<file path="config.mk">
export PLATFORM = sky130hd
export DESIGN_NAME = writeback_stage_flat
export DESIGN_NICKNAME = d
export VERILOG_FILES = /design/src/rtl/y86_pkg.sv /design/src/rtl/writeback_stage_if.sv /design/src/rtl/wb_status_fsm.sv /design/src/rtl/writeback_stage.sv /design/src/flat_wrapper.sv
export SDC_FILE = /design/constraint.sdc
export NUM_CORES = 1
export LEC_CHECK = 0
export ABC_AREA = 1
export CORE_UTILIZATION = 29
export CTS_BUF_LIST = sky130_fd_sc_hd__clkbuf_4
export DETAILED_ROUTE_END_ITERATION = 7
export GPL_TIMING_DRIVEN = 1
export PLACE_DENSITY = 0.63
export SLEW_MARGIN = 20
export SYNTH_ARGS = -nofsm -noshare
export SYNTH_HDL_FRONTEND = slang
export SYNTH_SLANG_ARGS = --single-unit
</file>
<file path="constraint.sdc">
create_clock -name clk -period 1.3 [get_ports clk]
set_input_delay 0.26 -clock clk [delete_from_list [all_inputs] [get_ports clk]]
set_output_delay 0.26 -clock clk [all_outputs]
set_load 0.005 [all_outputs]
</file>
<file path="src/rtl/y86_pkg.sv">
// y86_pkg: ISA-level constants and types shared by the fetch, decode,
// memory and writeback stages of the pipelined Y86-64 core.
//   - icode constants (I_*)
//   - register IDs, including RSP and RNONE ("no register")
//   - stat codes (STAT_*)
//   - w_reg_t: the W pipeline register, and W_BUBBLE: its bubble value
//   - wb_state_t: the writeback status FSM state encoding
package y86_pkg;

   localparam logic [3:0] I_HALT   = 4'h0;
   localparam logic [3:0] I_NOP    = 4'h1;
   localparam logic [3:0] I_RRMOVQ = 4'h2;
   localparam logic [3:0] I_IRMOVQ = 4'h3;
   localparam logic [3:0] I_RMMOVQ = 4'h4;
   localparam logic [3:0] I_MRMOVQ = 4'h5;
   localparam logic [3:0] I_OPQ    = 4'h6;
   localparam logic [3:0] I_JXX    = 4'h7;
   localparam logic [3:0] I_CALL   = 4'h8;
   localparam logic [3:0] I_RET    = 4'h9;
   localparam logic [3:0] I_PUSHQ  = 4'hA;
   localparam logic [3:0] I_POPQ   = 4'hB;

   localparam logic [3:0] RSP   = 4'h4;
   localparam logic [3:0] RNONE = 4'hF;

   localparam logic [2:0] STAT_BUB = 3'd0;
   localparam logic [2:0] STAT_AOK = 3'd1;
   localparam logic [2:0] STAT_HLT = 3'd2;
   localparam logic [2:0] STAT_ADR = 3'd3;
   localparam logic [2:0] STAT_INS = 3'd4;

   typedef struct packed {
      logic [2:0]  stat;
      logic [3:0]  icode;
      logic [63:0] val_e;
      logic [63:0] val_m;
      logic [3:0]  dst_e;
      logic [3:0]  dst_m;
   } w_reg_t;

   localparam w_reg_t W_BUBBLE = '{
      stat:  STAT_BUB,
      icode: I_NOP,
      val_e: 64'd0,
      val_m: 64'd0,
      dst_e: RNONE,
      dst_m: RNONE
   };

   typedef enum logic [0:0] {
      WB_RUN    = 1'b0,
      WB_HALTED = 1'b1
   } wb_state_t;

endpackage

</file>
<file path="src/rtl/writeback_stage_if.sv">
// writeback_stage_if: bundle between the memory stage / pipeline control
// (master) and the writeback stage (slave).
//   master drives: M_* instruction fields, m_valM, W_stall, W_bubble
//   slave drives:  w_dstE/w_valE/w_dstM/w_valM (register-file write ports
//                  and decode forwarding sources), W_icode, Stat, halted,
//                  retired, wb_state (status FSM state, for debug/checkers)
// There is no valid/ready handshake here: the M inputs are sampled on every
// rising edge unless W_stall holds the register or the core is halted.
interface writeback_stage_if;
   import y86_pkg::*;

   logic [2:0]  M_stat;
   logic [3:0]  M_icode;
   logic [63:0] M_valE;
   logic [63:0] m_valM;
   logic [3:0]  M_dstE;
   logic [3:0]  M_dstM;
   logic        W_stall;
   logic        W_bubble;

   logic [3:0]  w_dstE;
   logic [63:0] w_valE;
   logic [3:0]  w_dstM;
   logic [63:0] w_valM;
   logic [3:0]  W_icode;
   logic [2:0]  Stat;
   logic        halted;
   logic [63:0] retired;
   wb_state_t   wb_state;

   modport master (
      output M_stat, M_icode, M_valE, m_valM, M_dstE, M_dstM, W_stall, W_bubble,
      input  w_dstE, w_valE, w_dstM, w_valM, W_icode, Stat, halted, retired, wb_state
   );

   modport slave (
      input  M_stat, M_icode, M_valE, m_valM, M_dstE, M_dstM, W_stall, W_bubble,
      output w_dstE, w_valE, w_dstM, w_valM, W_icode, Stat, halted, retired, wb_state
   );

endinterface

</file>
<file path="src/rtl/wb_status_fsm.sv">
// wb_status_fsm: processor status machine and retirement counter.
//   clk, rst_n : clock, async active-low reset
//   w_stat     : stat of the instruction currently in W
//   stat       : processor status (AOK while running, latched fault code after)
//   halted     : core stopped
//   retired    : count of retired (AOK) instructions, wraps modulo 2^64
//   state      : current FSM state
// HALTED is absorbing; only reset leaves it.
module wb_status_fsm
   import y86_pkg::*;
(
   input  logic        clk,
   input  logic        rst_n,
   input  logic [2:0]  w_stat,
   output logic [2:0]  stat,
   output logic        halted,
   output logic [63:0] retired,
   output wb_state_t   state
);

   always_ff @(posedge clk or negedge rst_n) begin
      if (!rst_n) begin
         state   <= WB_RUN;
         stat    <= STAT_AOK;
         halted  <= 1'b0;
         retired <= 64'd0;
      end else begin
         case (state)
            WB_RUN: begin
               if (w_stat == STAT_AOK)
                  retired <= retired + 64'd1;
               // BUB and AOK keep running; any other code stops the core.
               if (w_stat == STAT_HLT || w_stat == STAT_ADR || w_stat == STAT_INS) begin
                  state  <= WB_HALTED;
                  stat   <= w_stat;
                  halted <= 1'b1;
               end
            end
            WB_HALTED: begin
               state <= WB_HALTED;
            end
            default: begin
               state <= WB_HALTED;
            end
         endcase
      end
   end

endmodule

</file>
<file path="src/rtl/writeback_stage.sv">
// writeback_stage: W pipeline register and register-file write ports.
//   clk, rst_n : clock, async active-low reset
//   wb (slave) : M-stage inputs and W_stall/W_bubble in; register-file
//                write ports, W_icode, Stat, halted, retired, wb_state out
// Write ports are combinational from W and the status FSM only.
module writeback_stage
   import y86_pkg::*;
(
   input  logic               clk,
   input  logic               rst_n,
   writeback_stage_if.slave   wb
);

   w_reg_t      w_q;
   logic        halted;
   logic [2:0]  stat;
   logic [63:0] retired;
   wb_state_t   state;
   logic        wr_en;

   wb_status_fsm u_status (
      .clk     (clk),
      .rst_n   (rst_n),
      .w_stat  (w_q.stat),
      .stat    (stat),
      .halted  (halted),
      .retired (retired),
      .state   (state)
   );

   // Halted freezes W; stall beats bubble.
   always_ff @(posedge clk or negedge rst_n) begin
      if (!rst_n) begin
         w_q <= W_BUBBLE;
      end else if (halted || wb.W_stall) begin
         w_q <= w_q;
      end else if (wb.W_bubble) begin
         w_q <= W_BUBBLE;
      end else begin
         w_q.stat  <= wb.M_stat;
         w_q.icode <= wb.M_icode;
         w_q.val_e <= wb.M_valE;
         w_q.val_m <= wb.m_valM;
         w_q.dst_e <= wb.M_dstE;
         w_q.dst_m <= wb.M_dstM;
      end
   end

   assign wr_en = (state == WB_RUN) && (w_q.stat == STAT_AOK);

   // When both ports target the same register the M write wins
   // (popq %rsp must leave the popped value, not the incremented pointer).
   assign wb.w_dstE = (wr_en && !(w_q.dst_e == w_q.dst_m && w_q.dst_m != RNONE))
                      ? w_q.dst_e : RNONE;
   assign wb.w_dstM = wr_en ? w_q.dst_m : RNONE;
   assign wb.w_valE = w_q.val_e;
   assign wb.w_valM = w_q.val_m;

   assign wb.W_icode  = w_q.icode;
   assign wb.Stat     = stat;
   assign wb.halted   = halted;
   assign wb.retired  = retired;
   assign wb.wb_state = state;

endmodule

</file>
<file path="src/flat_wrapper.sv">
// flat-port wrapper written by rule: the top's interface ports become plain ports
module writeback_stage_flat import y86_pkg::*;
  (clk, rst_n, wb_M_stat, wb_M_icode, wb_M_valE, wb_m_valM, wb_M_dstE, wb_M_dstM, wb_W_stall, wb_W_bubble, wb_w_dstE, wb_w_valE, wb_w_dstM, wb_w_valM, wb_W_icode, wb_Stat, wb_halted, wb_retired, wb_wb_state);
  writeback_stage_if wb_i ();
  input  logic clk;
  input  logic rst_n;
  input wire logic [$bits(wb_i.M_stat)-1:0] wb_M_stat;
  input wire logic [$bits(wb_i.M_icode)-1:0] wb_M_icode;
  input wire logic [$bits(wb_i.M_valE)-1:0] wb_M_valE;
  input wire logic [$bits(wb_i.m_valM)-1:0] wb_m_valM;
  input wire logic [$bits(wb_i.M_dstE)-1:0] wb_M_dstE;
  input wire logic [$bits(wb_i.M_dstM)-1:0] wb_M_dstM;
  input wire logic [$bits(wb_i.W_stall)-1:0] wb_W_stall;
  input wire logic [$bits(wb_i.W_bubble)-1:0] wb_W_bubble;
  output wire logic [$bits(wb_i.w_dstE)-1:0] wb_w_dstE;
  output wire logic [$bits(wb_i.w_valE)-1:0] wb_w_valE;
  output wire logic [$bits(wb_i.w_dstM)-1:0] wb_w_dstM;
  output wire logic [$bits(wb_i.w_valM)-1:0] wb_w_valM;
  output wire logic [$bits(wb_i.W_icode)-1:0] wb_W_icode;
  output wire logic [$bits(wb_i.Stat)-1:0] wb_Stat;
  output wire logic [$bits(wb_i.halted)-1:0] wb_halted;
  output wire logic [$bits(wb_i.retired)-1:0] wb_retired;
  output wire logic [$bits(wb_i.wb_state)-1:0] wb_wb_state;
  assign wb_i.M_stat = wb_M_stat;
  assign wb_i.M_icode = wb_M_icode;
  assign wb_i.M_valE = wb_M_valE;
  assign wb_i.m_valM = wb_m_valM;
  assign wb_i.M_dstE = wb_M_dstE;
  assign wb_i.M_dstM = wb_M_dstM;
  assign wb_i.W_stall = wb_W_stall;
  assign wb_i.W_bubble = wb_W_bubble;
  assign wb_w_dstE = wb_i.w_dstE;
  assign wb_w_valE = wb_i.w_valE;
  assign wb_w_dstM = wb_i.w_dstM;
  assign wb_w_valM = wb_i.w_valM;
  assign wb_W_icode = wb_i.W_icode;
  assign wb_Stat = wb_i.Stat;
  assign wb_halted = wb_i.halted;
  assign wb_retired = wb_i.retired;
  assign wb_wb_state = wb_i.wb_state;
  writeback_stage u_core (.clk(clk), .rst_n(rst_n), .wb(wb_i));
endmodule
</file>
# --- Yosys cells after proc, flatten, opt, wreduce, memory -nomap -nowiden ---
# Index checks and enable logic that the tools add are counted.
word_totals:
  register_bits: 212
  latchBits: 0
  ram_bits: 0
  rom_bits: 0
  inputBits: 147
  word_cells: 32
  memories: 0
classes:
  addsub: 1
  multipliers: 0
  n_div: 0
  order_cmp: 0
  n_eq_ne: 6
  shifts: 0
  mux: 5
  bitwise_logic: 1
  reduce_logical: 9
op_table:
  columns: ["op", "n"]
  rows:
  - ["$mux 143", 1]
  - ["$add 64x1->64 const B", 1]
  - ["$mux 4", 2]
  - ["$eq 3x2->1 const B", 2]
  - ["$eq 4x4->1", 1]
  - ["$ne 4x4->1 const B", 1]
  - ["$reduce_and 2->1", 2]
  - ["$eq 3x1->1 const B", 1]
  - ["$eq 3x3->1 const B", 1]
  - ["$logic_and 1x1->1", 3]
  - ["$logic_or 1x1->1", 3]
  - ["$pmux 1 s2", 1]
  - ["$logic_not 1->1", 1]
  - ["$mux 1", 1]
  - ["$not 1->1", 1]

# --- Logic depth before layout (Yosys ltp) ---
logic_depth:
  word_depth: 5
  mapped_depth: 10
  mapped_depth_nobuf: 10

# --- By module ---
# A second synthesis with hierarchy kept.
unflattened:
  hier_cells: 1383
  hier_area_um2: 11192.0
by_module_without_submodules:
  columns: ["mod", "instances", "cells_per_inst", "area_each_um2", "seq_area_each_um2"]
  rows:
  - ["writeback_stage", 1, 792, 6960.4, 3589.7]
  - ["wb_status_fsm", 1, 591, 4231.6, 1727.9]

# --- Worst setup path after synthesis ---
# No wires, ideal clock.
synth_timing:
  path_kind: "register to register"
  from: "register u_core.u_status.retired[1]"
  to: "register u_core.u_status.retired[60]"
  arrival_ps: 1334
  required_time_ps: 1183
  path_slack_ps: -151
  stages_incl_launch_ff: 11
  n_path_buf: 0
  synth_period_minus_slack_ps: 1451
  cell_sequence: "dfrtp_1 > ha_1 > nand3_1 > inv_1 > nand2_4 > inv_2 > nand2_2 > nor2_4 > nand3_1 > nand2_1 > nand2_1"
synth_between:
  elab_chain_cells: 1
synth_rtl:
  columns: ["item", "line", "text"]
  rows:
  - ["start, declared", "wb_status_fsm.sv:17", "output logic [63:0] retired,"]
  - ["start signal, assigned", "wb_status_fsm.sv:31", "retired <= retired + 64'd1;"]
  - ["$add 64x1->64", "wb_status_fsm.sv:31", null]
# No other way between the ends.
# A chain may end at the register's enable or synchronous reset.

# --- Worst setup path after layout ---
layout_timing:
  from: "register u_core.w_q[3] (netlist name)"
  to: "output wb_w_dstE[2]"
layout_between:
  elab_chain_cells: 5
  elab_cells_between_ends: 6
  cone_classes: "eq/ne: 2; mux: 1; reduce/logical: 3"
layout_rtl:
  columns: ["item", "line", "text"]
  rows:
  - ["start, declared", "writeback_stage.sv:14", "w_reg_t w_q;"]
  - ["start signal, assigned", "writeback_stage.sv:36", "w_q <= w_q;"]
  - ["$eq 4x4->1 or $ne 4x4->1 (tied branches)", "writeback_stage.sv:53", "assign wb.w_dstE = (wr_en && !(w_q.dst_e == w_q.dst_m && w_q.dst_m != RNONE))"]
  - ["$logic_and 1x1->1 (*)", "writeback_stage.sv:53", null]
  - ["$logic_not 1->1 (*)", "writeback_stage.sv:53", null]
  - ["$logic_and 1x1->1 (*)", "writeback_stage.sv:53", null]
  - ["$mux 4 (*)", "writeback_stage.sv:54", "? w_q.dst_e : RNONE;"]
  - ["end, declared", "flat_wrapper.sv:15", "output wire logic [$bits(wb_i.w_dstE)-1:0] wb_w_dstE;"]
# Every way passes the cells marked *; elsewhere a longest branch is shown, timed or not.

==> impl_metrics.env <==
export IMPL_vias_per_cell=4.683
export IMPL_clkTransAtPathRegs_ps=60
export IMPL_dr_first_iter_drc_count=481
export IMPL_drv_cap=0
export IMPL_syn_area_um2=11030
export IMPL_synth_nets=1471
export IMPL_min_period_ps=2273
export IMPL_synthArstFlopShare=1.000
export IMPL_yosysSeqAreaShare=0.4821
export IMPL_p_leak_nw=9.614
export IMPL_rsz0062_at_grt="true"
export IMPL_start_kind="flip-flop"
export IMPL_grt_max_degree=72
export IMPL_clk_path_buf_depth=3
export IMPL_drive_gt1_frac=0.5237
export IMPL_worstSetupEndpointType="output pin"
export IMPL_rows=71
export IMPL_drc=0
export IMPL_synth_seq_cells=212
export IMPL_yosys_warnings=0
export IMPL_cts_made_buffers=66
export IMPL_outcome="complete, but fails checks"
export IMPL_finalWorstSetupSlack_ps=-973.0
export IMPL_final_common_cell="buf_4"
export IMPL_routed_wl_mm=43.51
export IMPL_hold_path_class="input pin to flip-flop"
export IMPL_cts_sinks=212
export IMPL_critPathMaxFanout=2
export IMPL_synth_top_cell_area_share=0.4583
export IMPL_worstPathArrival_ps=2010
export IMPL_root_buffer="clkbuf_4"
export IMPL_ys_types=33
export IMPL_area_growth_pct=78.41
export IMPL_nNetsFinal=2096
export IMPL_synth_flop_cell="dfrtp_1"
export IMPL_initial_utilization=0.2935
export IMPL_hpwl_mm=26.45
export IMPL_finalHoldWorstSlack_ps=101.6
export IMPL_fin_crit_sh=1.748
export IMPL_postSynthAreaPerCell_um2=8.337
export IMPL_grtUsageTotal=0.1950
export IMPL_final_cell_mix="246 x buf_4, 238 x nand2_1, 193 x dfrtp_1, 169 x buf_6, 144 x clkdlybuf4s50_1"
export IMPL_ant_nets=0
export IMPL_wl_per_cell_um=17.39
export IMPL_via_count=11720
export IMPL_grt_overflow_total=0
export IMPL_clock_latency_ps=720
export IMPL_peakVddDrop_mv=0.7702
export IMPL_finalHoldViolations=0
export IMPL_core_um2=37580
export IMPL_dieArea_um2=38820
export IMPL_die_h_um=197.0
export IMPL_h_tree_depth=3
export IMPL_dr_pass1_iters=5
export IMPL_tns_ps=-100630
export IMPL_cp_data_required_time_ps=1040
export IMPL_grt_pass1_vias=11340
export IMPL_p_per_area_nw_per_um2=1148
export IMPL_setup_viol=412
export IMPL_netlist_instances=1323
export IMPL_ios=356
export IMPL_worst_pin_slew_ps=803.1
export IMPL_die_w_um=197.0
export IMPL_synth_edf_count=0
export IMPL_max_slew_margin=0.4646
export IMPL_grt_pass1_wl_mm=59.37
export IMPL_place_ws_ps=-652.1
export IMPL_drv_slew=0
export IMPL_port_buffer_count=355
export IMPL_gp_congestion=0.9396
export IMPL_antenna_found_initial=4
export IMPL_n_fill_cell=3322
export IMPL_synth_area_top_cells="dfrtp_1 46%, nand2_1 9.9%, buf_4 9.0%"
export IMPL_worstSetupPathType="flip-flop to output pin"
export IMPL_synth_area_leader_cell="dfrtp_1"
export IMPL_fin_skew_ps=55.53
export IMPL_max_freq_mhz=439.9
export IMPL_cts_tree="built"
export IMPL_violations="setup timing"
-- layer usage --
layer,vias to the layer above,global-route usage,share of wire
met4,2,0.07924,0.030
met5,-,0,0.00028
met3,96,0.05395,0.067
met2,437,0.3221,0.49
li1,5474,-,-
met1,5708,0.2396,0.41
-- sequential cells by signal, summed over array words and instances, names as in the netlist --
| name | flops |
|---|---|
| u_core.u_status.stat | 3 |
| u_core.wb.W_icode | 4 |
| u_core.w_q | 11 |
| u_core.u_status.retired | 64 |
| u_core.wb.w_valM | 64 |
| u_core.u_status.halted | 1 |
| u_core.wb.w_valE | 64 |
| u_core.u_status.state | 1 |
-- timing repair --
| action | CTS | global route |
|---|---|---|
| setup buffers | 118 | 53 |
| gates resized for setup | 1053 | 356 |
| endpoints found under the hold margin | 219 | 0 |
| setup endpoints to repair | 397 | 419 |
| hold buffers | 3 | 0 |
| gates cloned | 0 | 22 |
| pin swaps | 38 | 54 |
-- power by group --
group / total, mW / internal (mW) / switching, mW
sequential: 9.02 / 8.21 / 0.814
combinational: 7.35 / 3.69 / 3.66
clock: 6.21 / 3.27 / 2.94
total: 22.6 / 15.2 / 7.42
-- worst max-delay path, stage by stage (launching register included) --
cell	delay (ps)
dfstp_2	550
xor2_1	80
a21oi_1	120
nand4_1	140
buf_4	180
buf_6	110
nand3_4	50
buf_6	90
-- final cells by class --
type | instances | area (um2) | area share
repair buffers | 751 | 6995 | 0.3555
multi-input cells | 838 | 5633 | 0.2863
flip-flops and latches | 212 | 5331 | 0.2709
clock buffers | 94 | 705.7 | 0.03586
well taps | 511 | 639.4 | 0.03249
inverters | 79 | 314.1 | 0.01596
clock inverters | 12 | 46.29 | 0.002353
diodes | 5 | 12.51 | 0.0006358
-- kinds of logic after synthesis --
group / Yosys count / share of synthesized area
buffers and inverters: 273 / 0.1415
xor gates and xnor gates: 44 / 0.03494
and+or+nand+nor: 635 / 0.2684
DFF: 212 / 0.4821
adders and majority gates: 1 / 0.001134
AOI/OAI and AO/OA: 158 / 0.07192
-- cells in the mapped netlist, types with 2 or more instances --
master    count
nand2_1     291
dfrtp_1     202
nand3_1     173
o21ai_0     153
buf_4       132
inv_1        72
nor2_1       72
clkbuf_1     28
buf_2        26
xnor2_1      26
nor2_2       24
nand4_1      19
xor2_1       18
nor2_4       14
nand2_2      13
dfstp_2      10
nor3_1       10
buf_1         7
inv_2         7
nand3b_1      6
a21oi_1       4
nand3_2       4
nand2_4       2
-- worst paths after layout --
path | start | slack (ps) | cells after the start | end
setup / recovery | u_core.w_q[3]$_DFFE_PN1N_ | -970 | 7 | wb_w_dstE[2]
hold / removal | wb_M_valE[3] | 100 | 3 | u_core.wb.w_valE[3]$_DFFE_PN0N_
setup reg to reg | u_core.w_q[141]$_DFFE_PN0N_ | -650 | 15 | u_core.u_status.retired[48]$_DFFE_PN0P_
hold reg to reg | u_core.wb.w_valE[22]$_DFFE_PN0N_ | 480 | 2 | u_core.wb.w_valE[22]$_DFFE_PN0N_
max in group asynchronous | rst_n | 130 | 3 | u_core.u_status.retired[38]$_DFFE_PN0P_
min in group asynchronous | rst_n | 130 | 3 | u_core.wb.w_valM[33]$_DFFE_PN0N_
-- per-stage QoR --
stage	cells	power [mW]	utilization	cell area [um2]
CTS	2436	21.26	0.4666	17530
detailed placement	2210	15.84	0.4237	15920
global route	2502	23.95	0.5237	19680
finish	2502	22.59	0.5237	19680
floorplan	1323	12.76	-	11130
global placement	2210	15.71	0.4237	15920
Power figures use the tool's default switching activity.
